--- config.mk ---
export PLATFORM = sky130hd
export DESIGN_NAME = inst_fetch_seq
export DESIGN_NICKNAME = d
export VERILOG_FILES = /design/src/rtl/inst_fetch_seq.sv
export SDC_FILE = /design/constraint.sdc
export NUM_CORES = 2
export LEC_CHECK = 0
export CORE_ASPECT_RATIO = 2
export CORE_MARGIN = 3
export CORE_UTILIZATION = 55
export DETAILED_ROUTE_END_ITERATION = 7
export PLACE_DENSITY = 0.84
export SYNTH_ARGS = -nofsm -noshare
export SYNTH_HDL_FRONTEND = slang
export SYNTH_SLANG_ARGS = --single-unit
export TNS_END_PERCENT = 50
--- constraint.sdc ---
create_clock -name clk_i -period 3.33 [get_ports clk_i]
set_clock_uncertainty 0.2 [all_clocks]
set_input_delay 0.4995 -clock clk_i [delete_from_list [all_inputs] [get_ports clk_i]]
set_output_delay 0.4995 -clock clk_i [all_outputs]
set_load 0.05 [all_outputs]
--- src/rtl/inst_fetch_seq.sv ---
// Instruction store plus program sequencer feeding the decoder.
// Steps a PC from 0 to a latched end address with one hardware loop and honours a downstream stall.
module inst_fetch_seq #(
    parameter int  InstWidth    = 32,
    parameter int  NumInst      = 64,
    parameter int  LoopCntWidth = 8,
    localparam int AddrWidth    = $clog2(NumInst)
) (
    input  logic                    clk_i,
    input  logic                    rst_i,
    input  logic                    inst_wr_en_i,
    input  logic [AddrWidth-1:0]    inst_wr_addr_i,
    input  logic [InstWidth-1:0]    inst_wr_data_i,
    input  logic                    start_i,
    input  logic                    stall_i,
    input  logic [AddrWidth-1:0]    prog_end_addr_i,
    input  logic                    loop_en_i,
    input  logic [AddrWidth-1:0]    loop_start_addr_i,
    input  logic [AddrWidth-1:0]    loop_end_addr_i,
    input  logic [LoopCntWidth-1:0] loop_count_i,
    output logic [InstWidth-1:0]    inst_code_o,
    output logic                    inst_valid_o,
    output logic [AddrWidth-1:0]    pc_o,
    output logic                    busy_o,
    output logic                    done_o
);

    typedef enum logic [1:0] {
        S_IDLE = 2'd0,
        S_RUN  = 2'd1,
        S_DONE = 2'd2
    } state_t;

    state_t                  r_state;
    logic [AddrWidth-1:0]    r_pc;
    logic [AddrWidth-1:0]    r_prog_end;
    logic [AddrWidth-1:0]    r_loop_start;
    logic [AddrWidth-1:0]    r_loop_end;
    logic                    r_loop_en;
    logic [LoopCntWidth-1:0] r_loop_cnt;
    logic [LoopCntWidth-1:0] r_loop_iter;
    logic                    r_busy;
    logic                    r_done;
    logic [InstWidth-1:0]    r_mem [NumInst];

    logic                    w_loop_active;
    logic                    w_loop_repeat;
    logic [AddrWidth-1:0]    w_pc_inc;
    logic [LoopCntWidth:0]   w_iter_next;

    assign w_loop_active = r_loop_en && (r_loop_start <= r_loop_end);
    // One extra bit so iter+1 cannot overflow before the compare.
    assign w_iter_next   = {1'b0, r_loop_iter} + (LoopCntWidth + 1)'(1);
    assign w_loop_repeat = w_loop_active && (r_pc == r_loop_end)
                           && (w_iter_next < {1'b0, r_loop_cnt});
    assign w_pc_inc      = (r_pc == AddrWidth'(NumInst - 1)) ? '0 : r_pc + AddrWidth'(1);

    always_ff @(posedge clk_i) begin
        if (r_state == S_IDLE && inst_wr_en_i) begin
            r_mem[inst_wr_addr_i] <= inst_wr_data_i;
        end
    end

    always_ff @(posedge clk_i or posedge rst_i) begin
        if (rst_i) begin
            r_state      <= S_IDLE;
            r_pc         <= '0;
            r_loop_iter  <= '0;
            r_prog_end   <= '0;
            r_loop_en    <= 1'b0;
            r_loop_start <= '0;
            r_loop_end   <= '0;
            r_loop_cnt   <= '0;
            r_busy       <= 1'b0;
            r_done       <= 1'b0;
        end else begin
            case (r_state)
                S_IDLE: begin
                    if (start_i) begin
                        r_prog_end   <= prog_end_addr_i;
                        r_loop_en    <= loop_en_i;
                        r_loop_start <= loop_start_addr_i;
                        r_loop_end   <= loop_end_addr_i;
                        r_loop_cnt   <= loop_count_i;
                        r_pc         <= '0;
                        r_loop_iter  <= '0;
                        r_busy       <= 1'b1;
                        r_state      <= S_RUN;
                    end
                end
                S_RUN: begin
                    if (!stall_i) begin
                        // Loop repeat is checked first so a body ending on prog_end still repeats.
                        if (w_loop_repeat) begin
                            r_pc        <= r_loop_start;
                            r_loop_iter <= w_iter_next[LoopCntWidth-1:0];
                        end else if (r_pc == r_prog_end) begin
                            r_busy  <= 1'b0;
                            r_done  <= 1'b1;
                            r_state <= S_DONE;
                        end else if (r_pc == r_loop_end) begin
                            r_loop_iter <= '0;
                            r_pc        <= w_pc_inc;
                        end else begin
                            r_pc <= w_pc_inc;
                        end
                    end
                end
                S_DONE: begin
                    r_done  <= 1'b0;
                    r_state <= S_IDLE;
                end
                default: begin
                    r_busy  <= 1'b0;
                    r_done  <= 1'b0;
                    r_state <= S_IDLE;
                end
            endcase
        end
    end

    assign inst_code_o  = r_mem[r_pc];
    assign inst_valid_o = (r_state == S_RUN) && !stall_i;
    assign pc_o         = r_pc;
    assign busy_o       = r_busy;
    assign done_o       = r_done;

endmodule

; Word-level counts from Yosys, hierarchy flattened
; Memory sizes are Yosys's and may differ from the RTL's.
; Cells that the tools add are included.
[word_totals]
register_bits = 45
latchBits = 0
ramBits = 2048
rom_bits = 0
inputBits = 70
out_inout_bits = 41
wordCells = 70
mem_count = 1
[classes]
n_addsub = 2
n_mul = 0
div_mod_pow = 0
order_cmp = 2
n_eq_ne = 11
n_shift = 0
mux = 28
bitwise = 2
reduce_logical = 14
[mem_list]
columns = name, words, word_bits, read_ports, rd_ports_with_merged_regs, wr, line
row1 = r_mem, 64, 32, 1, 0, 1, 44  ; logic [InstWidth-1:0] r_mem [NumInst];
[ops]
columns = op, count
row1 = two-way mux 8 bit, 5
row2 = two-way mux 6 bit, 5
row3 = case mux 8 bit (2 select lines), 1
row4 = == test 6 bit, 2
row5 = case mux 6 bit (2 select lines), 1
row6 = AND reduction 4 bit, 3
row7 = AND reduction 5 bit, 2
row8 = "adder 8 x 1 -> 9 bit, second input constant", 1
row9 = less-than comparator 9 x 8 -> 1 bit, 1
row10 = two-way mux 1 bit, 9
row11 = two-way mux 2 bit, 4
row12 = "inequality test 2 bit, second input constant", 4
row13 = "adder 6 x 1 -> 6 bit, second input constant", 1
row14 = "== test 6 bit, second input constant", 1
row15 = <= comparator 6 bit, 1
row16 = "inequality test 3 bit, second input constant", 2
row17 = logical AND 1 bit, 5
row18 = case mux 2 bit (2 select lines), 1
row19 = case mux 1 bit (3 select lines), 1
row20 = "== test 2 x 1 -> 1 bit, second input constant", 1
row21 = "== test 2 bit, second input constant", 1
row22 = zero test 2 bit, 1
row23 = inverter 1 bit, 2
row24 = case mux 1 bit (2 select lines), 1
row25 = other kinds (3), 3

; Logic depth before layout (Yosys ltp)
[logic_depth]
depth_word = 7
ltp_mapped = 11
depth_no_buf = 10

; Worst setup path after synthesis
; No wires, ideal clock.
[synth_path]
kind = reg2out
start = register r_pc[2] (netlist: pc_o[2])
end = output port inst_code_o[10]
arrival_time_ps = 2816
required_time_ps = 2630
setup_slack_ps = -185
stages_incl_launch_ff = 10
n_path_buf = 4
path_cell_list = dfrtp_1 -> buf_2 -> buf_4 -> buf_4 -> nand3b_1 -> clkbuf_1 -> o22ai_1 -> a211oi_1 -> o22ai_1 -> nor2_1
[synth_between]
elab_chain_len = 1
[synth_rtl]
columns = item, line
row1 = "start, declared", 35  ; logic [AddrWidth-1:0] r_pc;
row2 = "start signal, assigned", 95  ; r_pc <= r_loop_start;
row3 = "start signal, assigned", 103  ; r_pc <= w_pc_inc;
row4 = "start signal, assigned", 105  ; r_pc <= w_pc_inc;
row5 = memory read (64 x 32 bit), --
row6 = "end, declared", 21  ; output logic [InstWidth-1:0] inst_code_o,
; No other way between the ends.

; Worst setup path after layout
[layout_path]
start = register r_pc[0] (netlist: pc_o[0])
end = output port inst_code_o[29]
; Same word-level chain as after synthesis.

==> flow_summary.toml <==
[grt]
grt_usage_pct = 33.6
grt_pass1_vias = 45100
grt_start_max_net_pins = 65
grt_pass1_wl_um = 356000
antenna_found_initial = 9
grt_overflow = 0

[timing]
finalMaxSlewViolations = 0
worst_slack_ns = -1.17
finalSetupTns_ns = -28.52
max-slew-margin-rel_pct = 8.86
fin_hold_ws_ns = 0.0676
period_needed_ns = 4.50
finalHoldViolations = 0
finalSetupViolCount = 32
fmax_mhz = 222
worst_pin_slew_ns = 1.37
rsz0062_at_grt = "true"
timing.final.crit_share_pct = 135

[route]
routed_via_density = 7.57
detail_route.first_pass.iterations = 6
drt_iter0_drc = 8032
drc_errors = 0
wl_per_cell_um = 43.9
finalWirelength_um = 262000
ant_nets = 0
num_vias = 45300

[clocking]
cts.clk_slew.worst_paths_ns = 0.07
cts_max_path_buffers = 4
clock_latency_ns = 0.82
htreeDepth = 4
cts_root_buffer = "clkbuf_16"
cts_sinks = 2093
cts_buffers = 169
cts_tree = "done"

[floorplanning]
fp.dieW_um = 276
dieHeight_um = 547
rows = 197
core_area_mm2 = 0.145
dieArea_mm2 = 0.151
start_util_pct = 55.6
ios = 111

[setup_path]
cp-start-kind = "flop"
worstSetupEndpointType = "output port"
crit_required_ns = 2.63
arrival_ns = 3.80
critPathMaxFanout = 8
worst-setup-path-type = "reg2out"

[placement]
place_ws_ns = -0.352
hpwl_um = 135000
gp_congestion = 0.851
port_buffers = 110

[synthesis]
synth_top_area_share_pct = 76.4
yosys.area.top_type = "edfxtp_1"
yosysSeqAreaShare_pct = 77.8
synth_ff_type = "edfxtp_1"
synth_edf_count = 2048
synth_cell_types = 55
synth_fp_nets = 3511
synth_area_leaders = "edfxtp_1 (76%), mux4_2 (17%), dfrtp_1 (1.4%)"
synthArstFlopShare_pct = 2.15
yosysWarningCount = 0
ys_seq_elements = 2093
syn_avg_cell_area_um2 = 23.5
syn_area_mm2 = 0.0805
syn_inst = 3426

[outcome]
violations = "setup timing"
status = "finished, violations left"

[final_layout]
drive_gt1_share_pct = 38.5
area_growth_pct = 18.8
num-nets-final = 4039
utilization_pct = 66.0

[power]
power_density_mw_per_mm2 = 861
p_leak_nw = 30.4
peakVddDrop_mv = 1.10
p_total_mw = 82.3

[worst_hold_path]
hp-class = "in2reg"

[run]
maxCapViolCount = 0
[cell usage after synthesis, types with 20 or more instances]
master / count
a211oi_1: 40
buf_2: 80
buf_4: 20
clkbuf_1: 66
dfrtp_1: 45
edfxtp_1: 2048
inv_1: 25
mux2i_1: 32
mux4_2: 600
nand2_1: 39
nor2_1: 117
nor2b_1: 21
o21ai_0: 20
o22ai_1: 88
[report_power, final]
group          switching (mW)  internal (mW)  total [mW]
registers               0.249           29.2        29.4
logic                    16.9           14.6        31.5
clock network            9.87           11.6        21.4
total                    27.0           55.3        82.3
[repair_timing]
item,in CTS,in global routing
resized for setup,127,65
hold endpoints to repair,31,0
pin swaps,15,14
cloned,7,6
hold buffers,1,0
buffers inserted,31,25
setup endpoints to repair,34,39
[state kept, by name (all words and copies together), names as in the netlist]
register      count
r_state           2
busy_o            1
r_loop_iter       8
pc_o              6
r_mem          2048
r_prog_end        6
r_loop_en         1
r_loop_cnt        8
done_o            1
r_loop_start      6
r_loop_end        6
[stage by stage]
step                std cells  instance area, µm²
detailed placement       5603               88000
global placement         5603               88000
finish                   5977               95600
floorplan                3426               80500
CTS                      5939               94800
global route             5975               95600
[cell usage in the layout (no fill, tap or decap), types with 9 or more instances in the layout]
| cell | count |
|---|---|
| buf_12 | 144 |
| nor3_1 | 11 |
| clkinvlp_4 | 12 |
| clkbuf_16 | 180 |
| dfrtp_1 | 40 |
| xor2_1 | 11 |
| mux2i_1 | 26 |
| mux2_2 | 16 |
| buf_6 | 22 |
| clkbuf_1 | 22 |
| a211oi_1 | 22 |
| edfxtp_1 | 2048 |
| a211oi_2 | 16 |
| nand2_1 | 39 |
| o22ai_2 | 36 |
| a21oi_1 | 9 |
| clkdlybuf4s50_1 | 43 |
| bufinv_16 | 25 |
| nand3_1 | 13 |
| nor2b_1 | 20 |
| buf_4 | 265 |
| nor2_2 | 20 |
| nor2_1 | 17 |
| clkinv_2 | 26 |
| nor2_4 | 80 |
| o21ai_0 | 19 |
| buf_16 | 18 |
| mux4_2 | 600 |
| buf_2 | 31 |
| inv_1 | 24 |
| o22ai_4 | 18 |
| o22ai_1 | 34 |
| ha_1 | 15 |
| clkinv_1 | 27 |
[final timing paths]
path / from / endpoint / slack, ns / cells after the start
setup / recovery: pc_o[0] / inst_code_o[29] / -1.17 / 11
hold / removal: loop_count_i[3] / r_loop_cnt[3] / 0.07 / 3
setup reg to reg: r_loop_iter[1] / r_loop_iter[1] / 0.18 / 10
hold reg to reg: r_loop_en / r_loop_en / 0.32 / 1
max in group asynchronous: rst_i / r_loop_start[2] / 1.73 / 4
min in group asynchronous: rst_i / r_loop_cnt[1] / 0.51 / 3
[cell families (layout without fill, tap and decap cells)]
logic type               count (synthesis)  in the layout  synth area share, %
AND/OR/NAND/NOR                        260            260                 1.55
flip-flops                            2093           2093                 77.8
XOR/XNOR                                18             18                0.196
AO/OA/AOI/OAI                          183            183                 1.54
multiplexers                           648            648                 17.4
adder cells (fa/ha/maj)                 15             15                0.233
buffers and inverters                  209            863                 1.24
other                                    0              7                    0
[critical path, stage by stage, from the launching register on]
cell and delay, ns:
dfrtp_4 0.51, buf_12 0.15, buf_4 0.15, buf_4 0.19
mux4_2 0.39, o22ai_1 0.12, a211oi_2 0.64, buf_4 0.27
o22ai_2 0.09, buf_4 0.19, nor2_4 0.13, buf_12 0.15
[routing by layer]
| layer | vias to the layer above | part of all wire, % | global-route usage, % |
|---|---|---|---|
| li1 | 15700 | - | - |
| met1 | 22700 | 28 | 38.3 |
| met2 | 5381 | 50 | 56.5 |
| met3 | 1517 | 12 | 7.24 |
| met4 | 0 | 10 | 24.2 |
| met5 | - | 0 | 0 |
[layout make-up]
type / count / area [µm²]
fillers: 8013 / 49100
clock buffers: 196 / 4440
inverters: 25 / 93.8
flip-flops and latches: 2093 / 62600
clock inverters: 101 / 1180
multi-input cells: 1124 / 18200
diodes: 7 / 17.5
well taps: 1890 / 2360
repair buffers: 541 / 6590
(Power assumes the default switching activity.)
